[src/rtl/mon_exp_param.sv]
// Parametrised Montgomery modular exponentiator: ans = M^e mod n with Montgomery-domain operands.
// Left-to-right square-and-multiply over all EXP_LEN exponent bits, each step a bit-serial radix-2
// Montgomery product taking BIT_LEN+1 cycles. An even modulus is rejected with err instead of a run.
module mon_exp_param #(
    parameter int BIT_LEN = 64,
    parameter int EXP_LEN = 64
) (
    input  logic               clk,
    input  logic               rst,
    input  logic               start,
    input  logic               out_mont,
    input  logic [BIT_LEN-1:0] M_bar,
    input  logic [BIT_LEN-1:0] x_bar,
    input  logic [EXP_LEN-1:0] e,
    input  logic [BIT_LEN-1:0] n,
    output logic               busy,
    output logic               stop,
    output logic [BIT_LEN-1:0] ans,
    output logic               err
);

    localparam int CW = $clog2(BIT_LEN + 1);
    localparam int BW = $clog2(EXP_LEN + 1);

    typedef enum logic [2:0] {IDLE, SETUP, SQR, MUL, CONV, DONE} state_t;

    state_t             state_q, state_d;
    logic [BIT_LEN-1:0] m_bar_q, m_bar_d;
    logic [BIT_LEN-1:0] n_q, n_d;
    logic [EXP_LEN-1:0] e_sh_q, e_sh_d;
    logic               out_mont_q, out_mont_d;
    logic [BIT_LEN-1:0] a_sh_q, a_sh_d;
    logic [BIT_LEN-1:0] b_q, b_d;
    logic [BIT_LEN+1:0] u_q, u_d;
    logic [CW-1:0]      cnt_q, cnt_d;
    logic [BW-1:0]      bits_left_q, bits_left_d;
    logic [BIT_LEN-1:0] ans_q, ans_d;
    logic               err_q, err_d;

    logic               mp_last;
    logic [BIT_LEN+1:0] u_add, u_odd, u_step;
    logic [BIT_LEN-1:0] mp_res;
    logic               mp_go;
    logic [BIT_LEN-1:0] mp_a, mp_b;

    // One MonPro iteration: add a[i]*b, make even by adding n, halve; plus the final conditional subtract.
    always_comb begin
        mp_last = (cnt_q == CW'(BIT_LEN));
        u_add   = u_q + {2'b00, b_q & {BIT_LEN{a_sh_q[0]}}};
        u_odd   = u_add + (u_add[0] ? {2'b00, n_q} : '0);
        u_step  = u_odd >> 1;
        mp_res  = (u_q >= {2'b00, n_q}) ? BIT_LEN'(u_q - {2'b00, n_q}) : u_q[BIT_LEN-1:0];
    end

    // Sequencer: picks the next product (square, multiply, conversion) and loads its operands.
    always_comb begin
        state_d     = state_q;
        m_bar_d     = m_bar_q;
        n_d         = n_q;
        e_sh_d      = e_sh_q;
        out_mont_d  = out_mont_q;
        a_sh_d      = a_sh_q;
        b_d         = b_q;
        u_d         = u_q;
        cnt_d       = cnt_q;
        bits_left_d = bits_left_q;
        ans_d       = ans_q;
        err_d       = err_q;
        mp_go       = 1'b0;
        mp_a        = '0;
        mp_b        = '0;

        case (state_q)
            IDLE: begin
                if (start) begin
                    state_d     = SETUP;
                    m_bar_d     = M_bar;
                    n_d         = n;
                    e_sh_d      = e;
                    out_mont_d  = out_mont;
                    bits_left_d = BW'(EXP_LEN);
                    err_d       = 1'b0;
                    mp_go       = 1'b1;
                    mp_a        = x_bar;
                    mp_b        = x_bar;
                end
            end
            SETUP: begin
                if (!n_q[0]) begin
                    state_d = DONE;
                    err_d   = 1'b1;
                    ans_d   = '0;
                end else begin
                    state_d = SQR;
                end
            end
            SQR, MUL, CONV: begin
                if (!mp_last) begin
                    u_d    = u_step;
                    a_sh_d = a_sh_q >> 1;
                    cnt_d  = cnt_q + CW'(1);
                end else if (state_q == SQR && e_sh_q[EXP_LEN-1]) begin
                    state_d = MUL;
                    mp_go   = 1'b1;
                    mp_a    = m_bar_q;
                    mp_b    = mp_res;
                end else if (state_q == CONV) begin
                    state_d = DONE;
                    ans_d   = mp_res;
                end else if (bits_left_q > BW'(1)) begin
                    state_d     = SQR;
                    bits_left_d = bits_left_q - BW'(1);
                    e_sh_d      = e_sh_q << 1;
                    mp_go       = 1'b1;
                    mp_a        = mp_res;
                    mp_b        = mp_res;
                end else if (out_mont_q) begin
                    state_d = DONE;
                    ans_d   = mp_res;
                end else begin
                    state_d = CONV;
                    mp_go   = 1'b1;
                    mp_a    = mp_res;
                    mp_b    = BIT_LEN'(1);
                end
            end
            DONE: begin
                state_d = IDLE;
            end
            default: begin
                state_d = IDLE;
            end
        endcase

        if (mp_go) begin
            a_sh_d = mp_a;
            b_d    = mp_b;
            u_d    = '0;
            cnt_d  = '0;
        end
    end

    // State and datapath registers; reset abandons any operation in flight.
    always_ff @(posedge clk) begin
        if (rst) begin
            state_q     <= IDLE;
            m_bar_q     <= '0;
            n_q         <= '0;
            e_sh_q      <= '0;
            out_mont_q  <= 1'b0;
            a_sh_q      <= '0;
            b_q         <= '0;
            u_q         <= '0;
            cnt_q       <= '0;
            bits_left_q <= '0;
            ans_q       <= '0;
            err_q       <= 1'b0;
        end else begin
            state_q     <= state_d;
            m_bar_q     <= m_bar_d;
            n_q         <= n_d;
            e_sh_q      <= e_sh_d;
            out_mont_q  <= out_mont_d;
            a_sh_q      <= a_sh_d;
            b_q         <= b_d;
            u_q         <= u_d;
            cnt_q       <= cnt_d;
            bits_left_q <= bits_left_d;
            ans_q       <= ans_d;
            err_q       <= err_d;
        end
    end

    assign busy = (state_q != IDLE);
    assign stop = (state_q == DONE);
    assign ans  = ans_q;
    assign err  = err_q;

endmodule

[config.mk]
export PLATFORM = sky130hd
export DESIGN_NAME = mon_exp_param
export DESIGN_NICKNAME = d
export VERILOG_FILES = /design/src/rtl/mon_exp_param.sv
export SDC_FILE = /design/constraint.sdc
export NUM_CORES = 2
export LEC_CHECK = 0
export CAP_MARGIN = 20
export CORE_ASPECT_RATIO = 0.6
export CORE_MARGIN = 2
export CORE_UTILIZATION = 30
export CTS_CLUSTER_DIAMETER = 30
export DETAILED_ROUTE_END_ITERATION = 8
export HOLD_SLACK_MARGIN = 0.05
export RECOVER_POWER = 50
export SLEW_MARGIN = 20
export SYNTH_ARGS = -nofsm -noshare
export SYNTH_HDL_FRONTEND = slang
export SYNTH_SLANG_ARGS = --single-unit
[constraint.sdc]
create_clock -name clk -period 7.3 [get_ports clk]
set_input_delay 1.46 -clock clk [delete_from_list [all_inputs] [get_ports clk]]
set_output_delay 1.46 -clock clk [all_outputs]
set_load 0.05 [all_outputs]
; After elaboration in Yosys (flattened, before gate mapping)
; Index checks and enable logic that the tools add are counted.
[classes]
n_addsub = 5
eq_ne = 15
n_mux = 55
reduce_logical = 16
magnitude_cmp = 2
n_bitwise = 2
[op_table]
columns = op, count
row1 = 2-to-1 mux 64 bit, 26
row2 = case mux 64 bit (2 select lines), 4
row3 = adder 65 x 64 -> 66 bit, 1
row4 = adder 66 x 64 -> 66 bit, 1
row5 = greater-or-equal comparator 65 x 64 -> 1 bit, 1
row6 = AND 64 bit, 1
row7 = subtractor 64 bit, 1
row8 = 2-to-1 mux 7 bit, 5
row9 = 2-to-1 mux 3 bit, 6
row10 = case mux 7 bit (2 select lines), 1
row11 = inequality test 2 bit (second input constant), 6
row12 = AND reduction 6 bit, 2
row13 = 2-to-1 mux 1 bit, 10
row14 = case mux 3 bit (3 select lines), 1
row15 = AND reduction 2 bit, 4
row16 = nonzero test 2 bit, 4
row17 = adder 7 x 1 -> 7 bit (second input constant), 1
row18 = equality test 7 bit (second input constant), 1
row19 = greater-than comparator 7 x 1 -> 1 bit (second input constant), 1
row20 = subtractor 7 x 1 -> 7 bit (second input constant), 1
row21 = equality test 3 x 2 -> 1 bit (second input constant), 2
row22 = equality test 3 bit (second input constant), 2
row23 = inequality test 3 bit (second input constant), 2
row24 = case mux 1 bit (2 select lines), 2
row25 = 9 further kinds, 9
[word_totals]
output_inout_bits = 67
reg_bits = 468
in_bits = 260
elab_cells = 107

; Longest topological paths before layout
[logic_depth]
ltp_word = 9
mapped_depth = 31

; Worst setup path after synthesis
; No wires, ideal clock.
[synth_path]
path_kind = flip-flop to flip-flop
start = register a_sh_q[0]
end = register u_q[64]
required_time_ps = 7212
t_arrival_ps = 6133
path_stages_with_launch = 30
setup_slack_ps = 1079
n_path_buf = 3
setup_time_ps = 88
path_cell_list = dfxtp_1 clkbuf_1 clkbuf_1 and2_1 ha_1 fa_1 a211oi_1 o21bai_1 o2111ai_1 o211ai_1 and2_1 a21oi_1 a21oi_1 nor2b_1 or3_1 nor3_1 o31a_1 xnor2_1 ha_1 clkbuf_1 nand4_1 nor3_4 or4b_1 o32ai_2 a2111oi_1 nand2b_4 o31ai_4 a21oi_2 o32a_2 o32ai_2
[synth_via]
elab_chain_len = 4
[synth_lines]
columns = element, line_no
row1 = start: declaration, 32  ; logic [BIT_LEN-1:0] a_sh_q, a_sh_d;
row2 = start signal: assignment, 164  ; a_sh_q <= a_sh_d;
row3 = AND 64 bit (*), 49  ; u_add = u_q + {2'b00, b_q & {BIT_LEN{a_sh_q[0]}}};
row4 = adder 65 x 64 -> 66 bit (*), 49
row5 = 2-to-1 mux 64 bit, 50  ; u_odd = u_add + (u_add[0] ? {2'b00, n_q} : '0);
row6 = adder 66 x 64 -> 66 bit (*), 50
row7 = end signal: assignment, 166  ; u_q <= u_d;
row8 = end: declaration, 34  ; logic [BIT_LEN+1:0] u_q, u_d;
; Mark *: on every way between the ends. The rest lies on a longest branch, timed or not.
; A chain may end at the register's enable or synchronous reset.

; Worst setup path in the final report
; Same ends and word-level chain as after synthesis.

==> metrics.md <==
| Metric | Value |
|---|---|
| Critical Path AT | `7.41 ns` |
| Endpoints failing setup | `0` |
| Initial DRC count | `just over 4k` |
| HP Class | `reg2reg` |
| Avg WL per Cell | `21.9 um` |
| CTS tree | `yes` |
| Final slew viol count | `639` |
| IO buf count | `326` |
| Hold slack final | `0.447 ns` |
| Synth cell types | `101` |
| Most used flip-flop cell after synthesis | `dfxtp_1` |
| Post-Syn Area | `31600 um^2` |
| Row count | `92` |
| Horiz. Die Dim | `roughly 420 um` |
| Setup TNS | `0 ns` |
| CP endpoint kind | `flip-flop` |
| Clock sink count | `about 470` |
| Post-detail-place hpwl | `101 mm` |
| GPL Wtd Cong | `roughly 0.97` |
| FF+latch area | `9370 um^2` |
| Multi-input gate area | `20700 um^2` |
| Detailed-route via count | `32.9k` |
| Place WS | `~0.47 ns` |
| Actual slew at the worst max-slew pin | `4.47 ns` |
| Pwr Density | `324 nW/um^2` |
| Minimum clock period | `6.83 ns` |
| Leak pwr | `16.1 nW` |
| Syn Area/Cell | `about 7.4 um^2` |
| Unrepaired setup endpoints after global routing | `no` |
| Detail Route Antenna Nets | `0` |
| Hold Fails Final Rpt | `0` |
| Most common cell after layout, fill and taps aside | `nand2_1` |
| First-pass GRT wire length | `195 mm` |
| #FFs+latches synth | `468` |
| Slack of the critical path | `0.468 ns` |
| Fin Clk Skew | `between 0.04 and 0.05 ns` |
| GRT Resource Usage Total | `between 20% and 30%` |
| Worst path slowest cell | `or4b_1` |
| Sequential share of the synthesized area | `29.6%` |
| Fmax | `about 0.15 GHz` |
| Core area | `105000 um^2` |
| Post-synth ARST share | `0%` |
| Cells after Synth | `4303` |
| Most common cell on crit path | `a21oi_1` |
| Reg clk slew, reported paths | `0.06 ns` |
| Syn_nets | `4761` |
| CTS Hold Bufs | `0` |
| Failing checks | `max-capacitance violations, max-slew violations` |
| Outcome | `complete, but fails checks` |
| Worst VDD drop | `0.000225 V` |
| WS Path Type | `reg2reg` |
| Non-filler cells, final | `around 6k` |
| Full die area | `~110000 um^2` |
| Worst reg2reg path depth | `28` |
| # DRC | `0` |
| Hold path depth | `2` |
| GRT overflow | `0` |
| Antenna violations before repair | `5` |
| Vias in the first global route | `roughly 31k` |
| Final design utilization | `37.6%` |
| Largest net degree at the start of global routing | `206` |
| Initial Utilization | `a little under a third` |
| Crit path max fanout | `7` |
| Inserted Clock Buffers | `91` |
| Max cap viols | `8` |
| I/O pin total | `roughly 330` |
| Post-cts resize count | `0` |
| Worst Path Required | `7.88 ns` |
| Filler cells | `11.0k` |
| Layout cells sized above 1 | `6.58%` |
| CTS root buf | `clkbuf_16` |
| Layout area overhead | `24.5%` |
| Post-layout nets | `4954` |
| Post-synth EDFFs | `0` |
| TritonRoute pass-1 iters | `8` |
| DR vias/cell | `5.50` |
| Clock Path Buffers | `3` |
| Most frequent cells in the layout | `nand2_1, a21oi_1, dfxtp_1` |
| Max transition margin | `-198%` |
| Chip Height | `256 um` |
| Synth warn | `0` |
| Placed Cells | `between 5k and 6k` |
| Post CTS Setup Buffer Count | `0` |
| H-Tree Level Count | `3` |
| Final WL | `131 mm` |
| Largest stage delay, worst path | `0.47 ns` |
| Worst setup SP type | `flip-flop` |
| Final worst-path cycle share | `roughly 94%` |
| Worst-Skew Late Latency | `0.71 ns` |
[cell families after synthesis]
| kind of cell | Yosys count | share of synthesized area, % |
|---|---|---|
| xor+xnor | 185 | 5.12 |
| flops | 468 | 29.6 |
| mux | 36 | 1.18 |
| compound gates | 1356 | 27.9 |
| buf+inv | 419 | 5.28 |
| fa+ha+maj | 198 | 7.90 |
| simple gates | 1641 | 23.0 |
[metrics by stage]
stage | cell area, um^2 | power, mW
finish | 39400 | 12.7
global route | 39400 | 13.5
CTS | 39400 | 12.7
detailed placement | 36100 | 8.10
global placement | 36100 | 8.06
floorplan | 31600 | 6.55
[report_power, final]
group | leakage (nW) | internal [mW] | total (mW) | switching [mW]
clock network | 1.61 | 2.89 | 4.53 | 1.64
logic | 10.7 | 1.59 | 4.78 | 3.19
registers | 3.83 | 3.05 | 3.43 | 0.386
total | 16.1 | 7.53 | 12.7 | 5.21
[critical path: cells and delay by family, from the launching register on]
| kind | cells | cell delay [ns] |
|---|---|---|
| compound gates | 12 | 2.57 |
| xor+xnor | 1 | 0.09 |
| fa+ha+maj | 3 | 0.95 |
| buf+inv | 1 | 0.20 |
| flops | 1 | 0.36 |
| simple gates | 11 | 2.52 |
[cell usage after synthesis, types with 10 or more instances]
master    count  share of area, %
a211o_1      13              0.36
a211oi_1     31              0.74
a21o_1      112               2.7
a21oi_1     550               8.7
a221o_1      17              0.54
a221oi_1     37               1.0
a222oi_1     36               1.1
a22o_1       15              0.42
a22oi_1      44               1.0
a311oi_1     65               1.8
a31oi_1      38              0.75
and2_1      151               3.0
and3_1       17              0.34
buf_1        23              0.27
buf_2        15              0.24
buf_4        14              0.33
clkbuf_1    244               2.9
dfxtp_1     468                30
ha_1        195               7.7
inv_1       118               1.4
mux2i_1      29              0.92
nand2_1     780               9.3
nand2b_1     27              0.53
nand3_1      49              0.78
nand4_1      49              0.97
nor2_1      416               4.9
nor2b_1      24              0.47
nor3_1       39              0.62
nor3b_1      10              0.24
nor4_1       15              0.30
o211ai_1     19              0.45
o21a_1       22              0.52
o21ai_0     169               2.7
o21ai_1      12              0.19
o21bai_1     54               1.3
o221ai_1     10              0.28
o31ai_1      13              0.31
or3_1        21              0.42
xnor2_1     119               3.3
xor2_1       66               1.8
[cell type report]
class,instances,share of cell area (%)
tap,1410,4.48
multi-input combinational,3416,52.5
sequential,468,23.8
inverter,118,1.13
antenna,3,0.0191
timing repair buffer,401,9.68
clock buffer,108,6.17
clock inverter,60,2.21
[final timing paths]
kind / startpoint / end / slack [ns]
worst max-delay path: a_sh_q[0] / u_q[64] / 0.47
worst min register to register: ans[51] / ans[51] / 0.45
worst min-delay path: ans[51] / ans[51] / 0.45
worst max register to register: a_sh_q[0] / u_q[64] / 0.47
[layer usage]
metal	vias up	global-route usage [%]	part of all wire (%)
li1	15707	-	-
met1	15707	33.5	46
met2	1350	35.6	44
met3	151	4.53	8.0
met4	0	5.72	2.0
met5	-	0	0
[state kept, by name, indices dropped and copies added, names as in the netlist]
signal	count
a_sh_q	64
ans	64
b_q	64
bits_left_q	7
cnt_q	7
e_sh_q	64
err	1
m_bar_q	64
n_q	64
out_mont_q	1
state_q	3
u_q	65
Power figures use the tool's default switching activity.
